**config.mk**
```make
export PLATFORM = sky130hd
export DESIGN_NAME = regfl_loader
export DESIGN_NICKNAME = d
export VERILOG_FILES = /design/src/rtl/regfl_loader.sv
export SDC_FILE = /design/constraint.sdc
export NUM_CORES = 1
export LEC_CHECK = 0
export CORE_MARGIN = 1
export CORE_UTILIZATION = 53
export DETAILED_ROUTE_END_ITERATION = 8
export PLACE_DENSITY = 0.86
export SLEW_MARGIN = 0
export SYNTH_ARGS = -nofsm -noshare
export SYNTH_HDL_FRONTEND = slang
export SYNTH_SLANG_ARGS = --single-unit
```
**constraint.sdc**
```tcl
create_clock -name clk -period 7.98 [get_ports clk]
set_clock_uncertainty 0.15 [all_clocks]
set_input_delay 1.197 -clock clk [delete_from_list [all_inputs] [get_ports clk]]
set_output_delay 1.197 -clock clk [all_outputs]
set_load 0.1 [all_outputs]
```
**src/rtl/regfl_loader.sv**
```systemverilog
// Byte-stream loader for the 8 x 64-bit register file: packs NB bytes per word
// (first byte lands in the low byte) and writes words into consecutive slots from a base index.
module regfl_loader #(
    parameter int BW = 8,
    parameter int NB = 8,
    parameter int AW = 3,
    localparam int DW = BW * NB
) (
    input  logic            clk,
    input  logic            rst,
    input  logic            start,
    input  logic [AW-1:0]   base,
    input  logic [AW:0]     nwords,
    input  logic            abort,
    input  logic [BW-1:0]   in_data,
    input  logic            in_valid,
    output logic            in_ready,
    output logic            we,
    output logic [AW-1:0]   s,
    output logic [DW-1:0]   d,
    output logic            busy,
    output logic            done
);

    localparam int CW = (NB > 1) ? $clog2(NB) : 1;

    typedef enum logic [1:0] {
        IDLE    = 2'd0,
        COLLECT = 2'd1,
        WRITE   = 2'd2,
        DONE    = 2'd3
    } state_t;

    state_t        state;
    state_t        state_next;
    logic [CW-1:0] cnt;
    logic [AW-1:0] idx;
    logic [AW:0]   rem;
    logic          accept;
    logic          last_byte;

    assign accept    = (state == COLLECT) && in_valid && !abort;
    assign last_byte = (cnt == CW'(NB - 1));

    // State register
    always_ff @(posedge clk or posedge rst) begin
        if (rst) begin
            state <= IDLE;
        end else begin
            state <= state_next;
        end
    end

    // Next-state logic; abort wins over any same-cycle byte accept or write follow-up
    always_comb begin
        state_next = state;
        case (state)
            IDLE: begin
                if (start) begin
                    state_next = (nwords != (AW + 1)'(0)) ? COLLECT : DONE;
                end else begin
                    state_next = IDLE;
                end
            end
            COLLECT: begin
                if (abort) begin
                    state_next = IDLE;
                end else if (accept && last_byte) begin
                    state_next = WRITE;
                end else begin
                    state_next = COLLECT;
                end
            end
            WRITE: begin
                if (abort) begin
                    state_next = IDLE;
                end else if (rem == (AW + 1)'(1)) begin
                    state_next = DONE;
                end else begin
                    state_next = COLLECT;
                end
            end
            DONE: begin
                state_next = IDLE;
            end
            default: begin
                state_next = IDLE;
            end
        endcase
    end

    // Output decode from the state register
    always_comb begin
        in_ready = 1'b0;
        we       = 1'b0;
        busy     = 1'b0;
        done     = 1'b0;
        case (state)
            IDLE: begin
                busy = 1'b0;
            end
            COLLECT: begin
                in_ready = 1'b1;
                busy     = 1'b1;
            end
            WRITE: begin
                we   = 1'b1;
                busy = 1'b1;
            end
            DONE: begin
                done = 1'b1;
                busy = 1'b1;
            end
            default: begin
                busy = 1'b0;
            end
        endcase
    end

    // Datapath: request latch, byte packing, slot index and remaining-word count
    always_ff @(posedge clk or posedge rst) begin
        if (rst) begin
            cnt <= '0;
            idx <= '0;
            rem <= '0;
            s   <= '0;
            d   <= '0;
        end else begin
            case (state)
                IDLE: begin
                    if (start) begin
                        idx <= base;
                        rem <= nwords;
                        cnt <= '0;
                    end
                end
                COLLECT: begin
                    if (abort) begin
                        cnt <= '0;
                    end else if (accept) begin
                        d   <= {in_data, d[DW-1:BW]};
                        cnt <= last_byte ? CW'(0) : cnt + CW'(1);
                        // s only moves when a word is about to be written
                        if (last_byte) begin
                            s <= idx;
                        end
                    end
                end
                WRITE: begin
                    idx <= idx + AW'(1);
                    rem <= rem - (AW + 1)'(1);
                end
                default: begin
                    cnt <= cnt;
                end
            endcase
        end
    end

endmodule
```
==> flow_summary.toml, run 1 <==
[status]
outcome = "completed"

[cts]
ctsLongestPathBuffers = 2
postCtsSetupRepairBufs = 0
ctsHoldBuffers = 0
ctsResizeCount = 0
htreeDepth = 3
cts.reportedPaths.clkPinSlew_ps = 70
clock-sinks = 79
cts-root-buf = "clkbuf_8"
insertion_delay_ps = 340
cts_inserted_buffers = 9
cts_tree = "done"

[floorplanning]
fp.coreArea_sq_um = 6390
die-area_sq_um = 7020
die-width_um = 83.8
core.rowCount = 29
ios = 91
start_util_pct = 55.5
die_h_um = 83.8

[logic_synthesis]
syn_area_per_cell_sq_um = 15.7
yosysSeqAreaShare_pct = 55.8
syn_nets = 251
yosys.area.top_type_share_pct = 55.8
yosys_warnings = 0
syn-instance-count = 226
yosys.area.top_type = "dfrtp_1"
synth-seq-cells = 79
synth-async-reset-ratio_pct = 100
synthTopCellsByArea = "dfrtp_1 56%, mux2_4 22%, mux2_2 5.4%, buf_12 3.4%, ha_1 1.8%"
synth_edf_count = 0
synth_ff_type = "dfrtp_1"
synth_cell_types = 37
netlist_area_sq_um = 3540

[sta]
fmax_mhz = 256
layout_min_cycle_time_ps = 3900
hold_viol = 0
max_slew.worst_pin.slew_ps = 1080
rsz0062_at_grt = "no"
slew_viol_final = 0
setup_violations = 0
slew_headroom_pct = 28.1
final.period_utilization_pct = 48.9
setup_tns_ps = 0
fin_ws_ps = 4080

[route]
wl_um = 6600
ant_nets = 0
num_vias = 2064
first_iter_violations = 116
via_per_inst = 5.21
wire_per_inst_um = 16.7
drcViolationCount = 0
drt_first_pass_iters = 4

[cells_and_area]
layout_commonest_cell = "clkdlybuf4s50_1"
num-nets-final = 342
drive_gt1_share_pct = 27.9
seqCellArea_sq_um = 1980
final_cell_mix = "90 x clkdlybuf4s50_1, 79 x dfrtp_1, 53 x mux2_4"
area_delta_synth_final_pct = 29.8
fillCellCount = 441
num_antenna_cells = 0
multiInputGateArea_sq_um = 1380

[global_routing]
grt_use_total_pct = 20.4
grt_pass1_vias = 2168
grt_max_degree = 80
grt-ovfl-total = 0
antenna_found_initial = 0
grt_first_pass_wirelength_um = 11100

[worst_setup_path]
worst_path_largest_cell_delay_ps = 1160
worstPathArrival_ps = 2560
crit_path_start = "state[1]$_DFF_PP0_"
cpMaxStageDelayCell = "clkdlybuf4s50_1"
critical_path.cell_chain = "nand2b_1 -> inv_1 -> clkdlybuf4s50_1"
required_ps = 6630
critPathLaunchType = "flop"
worst_setup_path_end_kind = "output pin"
r2r_start = "state[1]$_DFF_PP0_"
crit_type = "flop to output pin"
worst-path-max-fanout = 22

[worst_hold_path]
holdCritStartpoint = "d[3]$_DFFE_PP0P_"
min_path_type = "flop to flop"

[flow_run]
drv_cap = 0

[placed_design]
post-place-ws_ps = 4300
hpwlAfterDp_um = 4540
port_buffers = 90
place_congestion = 0.779
[final timing paths]
kind,end,slack [ps],depth (start not counted)
min in group asynchronous,d[7]$_DFFE_PP0P_,1310,3
hold reg to reg,d[3]$_DFFE_PP0P_,360,1
hold / removal,d[3]$_DFFE_PP0P_,360,1
setup / recovery,in_ready,4080,3
setup reg to reg,s[0]$_DFFE_PP0P_,5380,4
max in group asynchronous,d[63]$_DFFE_PP0P_,5720,3
[Yosys cell counts (2+ instances only)]
library cell / n
buf_12: 6
o21ai_0: 4
dfrtp_1: 79
nand2b_1: 2
inv_1: 10
or3_1: 2
o22ai_1: 2
nor3b_1: 2
nor4b_1: 2
nand2_1: 3
buf_4: 2
a31oi_1: 2
nor2b_1: 2
buf_2: 3
mux2_2: 17
a21oi_1: 9
o31a_1: 2
ha_1: 5
mux2_4: 53
nor2_1: 2
[cell families (layout without fill, tap and decap cells)]
kind of cell,count (synthesis),in the layout,share of synthesized area [%]
adders and majority gates,5,5,1.76
muxes,70,70,27.9
and+or+nand+nor,24,24,4.59
DFF,79,79,55.8
AOI/OAI and AO/OA,26,26,4.62
buffers and inverters,22,115,5.40
[routing by layer]
metal	track usage, %	wire (um)	vias to the layer above
met5	0	0	-
met4	10.9	136	0
met3	3.56	221	10
met2	32.3	3180	58
met1	26.9	3060	1015
li1	-	-	981
[area by class of cell]
type,count,area share [%]
Sequential cell,79,43.0
Multi-Input combinational cell,125,29.9
Timing Repair Buffer,92,19.9
Clock buffer,9,2.69
Tap cell,77,2.09
Clock inverter,4,1.60
Inverter,10,0.843
[state kept, by name, summed over array words and instances, names as in the netlist]
name   cells
idx        3
d         64
cnt        3
s          3
rem        4
state      2
[worst max-delay path: cells and delay by family (launching register included)]
kind,cells,cell delay [ps]
buffers and inverters,2,1290
and+or+nand+nor,1,310
DFF,1,620
[stage by stage]
stage / utilization (%) / cells / hold slack (ps) / area [sq um]
final: 72.1 / 396 / 364 / 4600
after CTS: 72.1 / 396 / 366 / 4600
after global placement: 69.0 / 383 / 338 / 4400
after global routing: 72.1 / 396 / 387 / 4600
after floorplan: - / 226 / 325 / 3540
after detailed placement: 69.0 / 383 / 344 / 4400
Power of run 1 is left out: the tool's default activity adds up to more than one toggle a clock period on the data nets, which glitch-free logic cannot reach.
==> run 2, diff against run 1 <==
--- a/config.mk
+++ b/config.mk
@@ -6,9 +6,9 @@
 export NUM_CORES = 1
 export LEC_CHECK = 0
 export CORE_MARGIN = 1
-export CORE_UTILIZATION = 53
+export CORE_UTILIZATION = 49
 export DETAILED_ROUTE_END_ITERATION = 8
-export PLACE_DENSITY = 0.86
+export PLACE_DENSITY = 0.8
 export SLEW_MARGIN = 0
 export SYNTH_ARGS = -nofsm -noshare
 export SYNTH_HDL_FRONTEND = slang
==> constraint.sdc (replaced) <==
create_clock -name clk -period 4 [get_ports clk]
set_clock_uncertainty 0.15 [all_clocks]
set_input_delay 0.6 -clock clk [delete_from_list [all_inputs] [get_ports clk]]
set_output_delay 0.6 -clock clk [all_outputs]
set_load 0.1 [all_outputs]
==> run 2 against run 1 <==
Global-route usage is 1.8 points lower. Final area is 1.7% higher. Worst setup slack lost 3000 ps. Count of clock-buffer cells in the layout rose by 3. First-iteration DRC count decreased by 18%. Sequential cell count unchanged. Die area is 8.0% higher. Register-to-register slack got worse by 3600 ps. Core utilization fell by 4.3 points. Cell count rose by 6.3%. Critical path depth did not move.
==> flow_summary.toml, run 2 (same netlist as run 1, synthesis figures left out) <==
[cts]
ctsResizeCount = 0
ctsHoldBuffers = 0
clock-sinks = 79
insertion_delay_ps = 340
cts_tree = "done"
htreeDepth = 3
ctsLongestPathBuffers = 2
postCtsSetupRepairBufs = 0
cts_inserted_buffers = 9
cts.reportedPaths.clkPinSlew_ps = 80
cts-root-buf = "clkbuf_8"

[global_routing]
grt-ovfl-total = 0
grt_use_total_pct = 18.7
grt_pass1_vias = 2023
antenna_found_initial = 0
grt_first_pass_wirelength_um = 10600
grt_max_degree = 35

[worst_hold_path]
holdCritStartpoint = "d[5]$_DFFE_PP0P_"
min_path_cells = 1
hold_path_end = "d[5]$_DFFE_PP0P_"
min_path_type = "flop to flop"

[route]
ant_nets = 0
wl_um = 6510
drt_first_pass_iters = 3
wire_per_inst_um = 15.5
via_per_inst = 5.00
num_vias = 2104
drcViolationCount = 0
first_iter_violations = 95

[cells_and_area]
final_util_pct = 67.7
reg_top3 = "d (64), rem (4)"
final_cell_mix = "88 x clkdlybuf4s50_1, 79 x dfrtp_1, 53 x mux2_4"
area_delta_synth_final_pct = 32.0
num-nets-final = 346
largest_reg_flops = 64
largest_register = "d"
drive_gt1_share_pct = 29.2
layout_commonest_cell = "clkdlybuf4s50_1"
design_area_sq_um = 4680
num_antenna_cells = 0

[floorplanning]
die-area_sq_um = 7580
fp.coreArea_sq_um = 6910
start_util_pct = 51.3
ios = 91
die_h_um = 87.1
die-width_um = 87.1
core.rowCount = 30

[flow_run]
drv_cap = 0

[worst_setup_path]
required_ps = 3250
crit_type = "flop to output pin"
path_buf_inv = 2
critical_path.cell_chain = "buf_4 -> and2_1 -> clkdlybuf4s50_1"
worst_path_largest_cell_delay_ps = 1120
rrSetupSlack_ps = 1800
worst_setup_path_end_kind = "output pin"
critPathLaunchType = "flop"
r2r_start = "state[1]$_DFF_PP0_"
worst-path-max-fanout = 22
cpMaxStageDelayCell = "clkdlybuf4s50_1"
reg2reg_to = "d[30]$_DFFE_PP0P_"
crit_family = "buffers and inverters"
worstPathArrival_ps = 2170
reg2reg_depth = 4

[placed_design]
hpwlAfterDp_um = 4680
place_congestion = 0.794
post-place-ws_ps = 1200
port_buffers = 90
dpl-instance-area_sq_um = 4470

[sta]
fmax_mhz = 343
final.period_utilization_pct = 72.9
layout_min_cycle_time_ps = 2920
slew_viol_final = 0
setup_violations = 0
max_slew.worst_pin.slew_ps = 1030
setup_tns_ps = 0
fin_ws_ps = 1080
slew_headroom_pct = 31.3
hold_viol = 0
rsz0062_at_grt = "no"

[status]
outcome = "completed"
## run 2: cell count changes in the layout (fill, tap and decap cells not counted), sizes merged
cell | previous run | this run
buf | 2 | 8
clkbuf | 9 | 12
clkdlybuf4s50 | 90 | 88
clkinv | 3 | 1
clkinvlp | 0 | 1
## run 2: final cells by class
class / instances / area (sq um)
clock inverters: 3 / 67.6
clock buffers: 12 / 145
flip-flops and latches: 79 / 1980
inverters: 10 / 38.8
fillers: 517 / 2230
multi-input cells: 125 / 1380
well taps: 96 / 120
repair buffers: 96 / 953
## run 2: worst max path at each step
stage | start | end | slack, ps | cells past startpoint
after floorplan | rst | cnt[0]$_DFFE_PP0P_ | 1230 | 1
after global placement | abort | d[34]$_DFFE_PP0P_ | 1240 | 4
after detailed placement | abort | d[30]$_DFFE_PP0P_ | 1200 | 4
after CTS | state[1]$_DFF_PP0_ | done | 1070 | 3
after global routing | state[1]$_DFF_PP0_ | done | 1010 | 3
final | state[1]$_DFF_PP0_ | done | 1080 | 3
## run 2: worst register-to-register path, cell delays in order (launching register included)
cell and delay, ps:
dfrtp_1 370, buf_4 200, and4bb_4 680, buf_12 320, mux2_2 380
## run 2: routing by layer
layer,track usage [%],vias up,share of wire (%)
met1,26.9,1042,47
li1,-,994,-
met4,9.70,0,2.2
met2,27.0,56,46
met3,3.32,12,4.0
met5,0,-,0
## run 2: metrics by stage
step | instances | hold WS, ps
floorplan | 226 | 325
global placement | 406 | 339
detailed placement | 406 | 342
CTS | 421 | 370
global route | 421 | 382
finish | 421 | 365
Power of run 2 is left out for the same reason.
